--- src/rtl/seven_segment_scan.sv ---
// Time-multiplexed seven-segment driver: hex decode, leading-zero blanking,
// dead-time digit scanning and a load path that only updates the display between frames.
module seven_segment_scan #(
  parameter int DIGITS        = 4,
  parameter int CLK_DIV       = 50000,
  parameter int ACTIVE_LOW    = 1,
  parameter int BLANK_LEADING = 1
) (
  input  logic                  clk,
  input  logic                  rst,
  input  logic                  load,
  input  logic [4*DIGITS-1:0]   value,
  input  logic [DIGITS-1:0]     dp_in,
  output logic                  ready,
  output logic [6:0]            hex0,
  output logic                  dp,
  output logic [DIGITS-1:0]     an,
  output logic                  frame_done
);

  localparam int TCW = $clog2(CLK_DIV);
  localparam int DW  = (DIGITS > 1) ? $clog2(DIGITS) : 1;
  localparam logic [TCW-1:0] TC_LAST = TCW'(CLK_DIV - 1);
  localparam logic [DW-1:0]  D_LAST  = DW'(DIGITS - 1);
  localparam logic           POL     = (ACTIVE_LOW != 0);

  logic [TCW-1:0]      tc_reg, tc_next;
  logic [DW-1:0]       d_reg, d_next;
  logic [4*DIGITS-1:0] shadow_reg, shadow_next;
  logic [DIGITS-1:0]   shdp_reg, shdp_next;
  logic [4*DIGITS-1:0] pend_reg, pend_next;
  logic [DIGITS-1:0]   pdp_reg, pdp_next;
  logic                pflag_reg, pflag_next;
  logic                wrapped_reg;
  logic [6:0]          hex0_reg;
  logic                dp_reg;
  logic [DIGITS-1:0]   an_reg;
  logic                frame_done_reg;

  logic                tc_term, wrap, dead;
  logic [3:0]          nib [DIGITS];
  logic [DIGITS:1]     zero_above;
  logic [DIGITS-1:0]   blank;
  logic [DIGITS-1:0]   onehot;
  logic [6:0]          seg_ah;
  logic [DIGITS-1:0]   an_ah;
  logic                dp_ah;

  function automatic logic [6:0] seg_decode(input logic [3:0] n);
    logic [6:0] s;
    case (n)
      4'h0: s = 7'b1111110;
      4'h1: s = 7'b0110000;
      4'h2: s = 7'b1101101;
      4'h3: s = 7'b1111001;
      4'h4: s = 7'b0110011;
      4'h5: s = 7'b1011011;
      4'h6: s = 7'b1011111;
      4'h7: s = 7'b1110000;
      4'h8: s = 7'b1111111;
      4'h9: s = 7'b1111011;
      4'hA: s = 7'b1110111;
      4'hB: s = 7'b0011111;
      4'hC: s = 7'b1001110;
      4'hD: s = 7'b0111101;
      4'hE: s = 7'b1001111;
      default: s = 7'b1000111;
    endcase
    return s;
  endfunction

  assign tc_term = (tc_reg == TC_LAST);
  assign wrap    = tc_term && (d_reg == D_LAST);
  assign dead    = (tc_reg == '0);

  // zero_above[i] is true when nibble i and every higher nibble are zero
  assign zero_above[DIGITS] = 1'b1;
  generate
    for (genvar gi = 0; gi < DIGITS; gi++) begin : g_digit
      assign nib[gi]    = shadow_reg[4*gi +: 4];
      assign onehot[gi] = (d_reg == DW'(gi));
      if (gi == 0) begin : g_first
        assign blank[gi] = 1'b0;
      end else begin : g_upper
        assign zero_above[gi] = zero_above[gi+1] && (nib[gi] == 4'h0);
        assign blank[gi]      = (BLANK_LEADING != 0) && zero_above[gi];
      end
    end
  endgenerate

  always_comb begin
    tc_next = tc_term ? '0 : tc_reg + 1'b1;
    d_next  = d_reg;
    if (tc_term) begin
      d_next = (d_reg == D_LAST) ? '0 : d_reg + 1'b1;
    end
  end

  // Pending data is only ever copied into the shadow on the wrap cycle
  always_comb begin
    shadow_next = shadow_reg;
    shdp_next   = shdp_reg;
    pend_next   = pend_reg;
    pdp_next    = pdp_reg;
    pflag_next  = pflag_reg;
    if (wrap) begin
      if (load) begin
        shadow_next = value;
        shdp_next   = dp_in;
      end else if (pflag_reg) begin
        shadow_next = pend_reg;
        shdp_next   = pdp_reg;
      end
      pflag_next = 1'b0;
    end else if (load) begin
      pend_next  = value;
      pdp_next   = dp_in;
      pflag_next = 1'b1;
    end
  end

  always_comb begin
    seg_ah = '0;
    dp_ah  = 1'b0;
    an_ah  = '0;
    if (!dead) begin
      seg_ah = blank[d_reg] ? 7'b0000000 : seg_decode(nib[d_reg]);
      dp_ah  = shdp_reg[d_reg];
      an_ah  = onehot;
    end
  end

  always_ff @(posedge clk) begin
    if (rst) begin
      tc_reg         <= '0;
      d_reg          <= '0;
      shadow_reg     <= '0;
      shdp_reg       <= '0;
      pend_reg       <= '0;
      pdp_reg        <= '0;
      pflag_reg      <= 1'b0;
      wrapped_reg    <= 1'b0;
      frame_done_reg <= 1'b0;
      hex0_reg       <= {7{POL}};
      dp_reg         <= POL;
      an_reg         <= {DIGITS{POL}};
    end else begin
      tc_reg         <= tc_next;
      d_reg          <= d_next;
      shadow_reg     <= shadow_next;
      shdp_reg       <= shdp_next;
      pend_reg       <= pend_next;
      pdp_reg        <= pdp_next;
      pflag_reg      <= pflag_next;
      // one extra stage so the pulse lines up with digit 0's dead cycle
      wrapped_reg    <= wrap;
      frame_done_reg <= wrapped_reg;
      hex0_reg       <= seg_ah ^ {7{POL}};
      dp_reg         <= dp_ah ^ POL;
      an_reg         <= an_ah ^ {DIGITS{POL}};
    end
  end

  assign ready      = ~pflag_reg;
  assign hex0       = hex0_reg;
  assign dp         = dp_reg;
  assign an         = an_reg;
  assign frame_done = frame_done_reg;

endmodule

--- config.mk ---
export PLATFORM = sky130hd
export DESIGN_NAME = seven_segment_scan
export DESIGN_NICKNAME = d
export VERILOG_FILES = /design/src/rtl/seven_segment_scan.sv
export SDC_FILE = /design/constraint.sdc
export NUM_CORES = 1
export LEC_CHECK = 0
export BUFFER_PORTS_ARGS = -buffer_cell sky130_fd_sc_hd__buf_4
export CAP_MARGIN = 40
export CORE_ASPECT_RATIO = 1.25
export CORE_MARGIN = 2
export CORE_UTILIZATION = 60
export CTS_CLUSTER_DIAMETER = 80
export DETAILED_ROUTE_END_ITERATION = 8
export GPL_TIMING_DRIVEN = 0
export PLACE_DENSITY = 0.81
export SLEW_MARGIN = 0
export SYNTH_ARGS = -nofsm -noshare
export SYNTH_HDL_FRONTEND = slang
export SYNTH_SLANG_ARGS = --single-unit
--- constraint.sdc ---
create_clock -name clk -period 3.5 [get_ports clk]
set_input_delay 0.35 -clock clk [delete_from_list [all_inputs] [get_ports clk]]
set_output_delay 0.35 -clock clk [all_outputs]
set_load 0.02 [all_outputs]
==> flow_metrics.tcl <==
set metrics [dict create \
    status "finished, final reports clean" \
    nets 481 \
    ys_ff_latch 73 \
    htree_levels 3 \
    fin_crit_ns 2.437 \
    path_delay_family "multiplexers" \
    hold_class "input pin to flip-flop" \
    synth_edf_count 0 \
    clkSlewWorstSetupHoldPaths_ns 0.08 \
    synth_top_area_cell "dfxtp_1" \
    ys_warn_count 0 \
    async_flop_share_pct 0 \
    grt_pass1_wl_mm 13.23 \
    synth-main-ff-cell "dfxtp_1" \
    hold_depth 3 \
    die_h_um 91.32 \
    yosys-top-cells-count "73 x dfxtp_1, 51 x nand2_1, 27 x nand4_1, 26 x a21oi_1, 26 x clkbuf_1" \
    max_slew.worst_pin.slew_ns 0.6814 \
    cp.arrival_ns 2.68 \
    antenna_cells 0 \
    cp.required_ns 3.75 \
    avgViaCountPerCell 5.848 \
    core_um2 5857 \
    dp_cells 517 \
    synth_cells 400 \
    drc_errors 0 \
    hp-start "dp_in[1]" \
    antenna_found_initial 0 \
    cp_num_cells 7 \
    crit_chain "buf_1, mux4_1, inv_1, ha_1, inv_1, mux4_2, or2_1" \
    r2r_start "d_reg[1]" \
    fill_cells 487 \
    cts_hold_buf 0 \
    grt_max_degree 12 \
    worstSetupStartpoint "d_reg[1]" \
    ctsResizeCount 0 \
    dpl.hpwl_mm 5.644 \
    worstSetupPathType "flip-flop to flip-flop" \
    leakage_nw 1.631 \
    syn_nets 435 \
    synth.area.top_cells "dfxtp_1 40%, mux2_2 6.8%, mux2i_1 5.7%, nand2_1 5.2%, nand4_1 4.6%" \
    rsz0062_at_grt "false" \
    dr.pass1.iters 4 \
    fin_crit_sh_pct 69.64 \
    drt_iter0_drc 141 \
    crit_buf_inv 3 \
    maxCapViolCount 0 \
    slew_violations 0 \
    die_area_um2 6744 \
    netlist.area_leader.share_pct 39.93 \
    cellPowerDensity_nw_per_um2 396.0 \
    wl_mm 7.801 \
    utilization_pct 71.95 \
    synth.most_common_cell "dfxtp_1" \
    grt_usage_pct 24.63 \
    cts_tree "done" \
    setup_viol 0 \
    r2r_cells 7 \
    fmax_mhz 410.3 \
    syn_avg_cell_area_um2 9.149 \
    io_pins 37 \
    synth.distinct_cells 42 \
    crit_slowest_cell "mux4_1" \
    fin_tns_setup_ns 0 \
    vias 3117 \
    ir_drop_mv 0.3229 \
    cts_buffers 9 \
    wire_per_inst_um 14.64 \
    die_x_um 73.86 \
    clock_path_buffers 2 \
    cts.sinks 73 \
    finalNonFillerCells 533 \
    drive_gt1_share_pct 18.40 \
    hold_viol 0 \
    cp_max_fo 10 \
    post_cts_buffers 0 \
    ys_seq_area_share_pct 39.93 \
    slew_headroom_pct 53.98 \
    slowest_delay_ns 0.47 \
    final_area_um2 4214 \
    cp_common_cell "inv_1" \
    cts_root_buf "clkbuf_8" \
    insertion_delay_ns 0.35 \
    rows 31 \
    worst_setup_path_start_kind "flip-flop" \
    start_util_pct 62.49 \
    power_mw 1.669 \
    synth_area_um2 3660 \
    cp-end-kind "flip-flop" \
    grt_overflow 0 \
    io_buffers 35 \
    drtAntennaViolNets 0 \
    fin_worst_skew_ns 0.008446 \
    place.gp.congestion 0.8808 \
    area_growth_pct 15.15 \
    grt_pass1_vias 2993 \
    placed_cell_area_um2 4025 \
]
cells in the final DEF (no fill, tap or decap), drive strengths merged, types with 4 or more instances in the layout:
cell type	Yosys	final
xor2	11	11
nor4	10	10
dfxtp	73	73
a21oi	26	26
o31ai	21	21
buf	7	42
inv	11	11
and3	4	4
o21ai	7	7
clkbuf	26	39
nor2b	6	6
nand4	27	27
nand3	9	9
nand2	51	51
or3	4	4
mux2i	21	21
mux2	22	22
ha	12	12
mux4	6	6
nor2	18	18
area by class of cell:
type                    instances  area (um2)  area share (%)
plain buffers                  33       143.9           3.414
clock buffers                  13       148.9           3.533
clock inverters                 3       40.04          0.9501
inverters                      11       41.29          0.9798
multi-input cells             283        2013           47.77
flip-flops and latches         73        1461           34.68
well taps                      82       102.6           2.435
repair buffers                 35       262.8           6.235
per-stage QoR:
step / hold slack [ns] / worst slack (ns)
floorplan: 0.4138 / 1.313
global placement: 0.4278 / 1.118
detailed placement: 0.4386 / 1.061
CTS: 0.2476 / 1.055
global route: 0.2511 / 0.9034
finish: 0.2561 / 1.063
final timing paths:
path           endpoint  slack (ns)
max reg2reg     hex0[3]        1.06
max             hex0[3]        1.06
min          pdp_reg[1]        0.26
min reg2reg  frame_done        0.45
power breakdown:
part | switching, mW | leakage (nW) | internal [mW]
clock network | 0.308 | 0.0974 | 0.348
registers | 0.0125 | 0.595 | 0.857
logic | 0.0744 | 0.939 | 0.0698
total | 0.395 | 1.63 | 1.27
worst register-to-register path: cells and delay by family, from the launching register on:
family	cells	cell delay [ns]
and+or+nand+nor	1	0.21
muxes	2	0.90
adders and majority gates	1	0.18
DFF	1	0.42
buffers and inverters	3	0.62
routing by layer:
metal / part of all wire, % / vias to the layer above / track usage, %
met5: 0 / - / 0
met1: 43 / 1501 / 29.90
met3: 3.5 / 14 / 4.883
li1: - / 1543 / -
met4: 2.0 / 0 / 9.848
met2: 52 / 59 / 41.67
cell families (layout without fill, tap and decap cells):
group,after synthesis,after routing,share of synthesized area [%]
mux,49,49,16.41
fa+ha+maj,12,12,4.102
compound gates,65,65,11.38
simple gates,144,144,20.00
buf+inv,44,95,5.060
flops,73,73,39.93
xor+xnor,13,13,3.111
(Power assumes the default switching activity.)
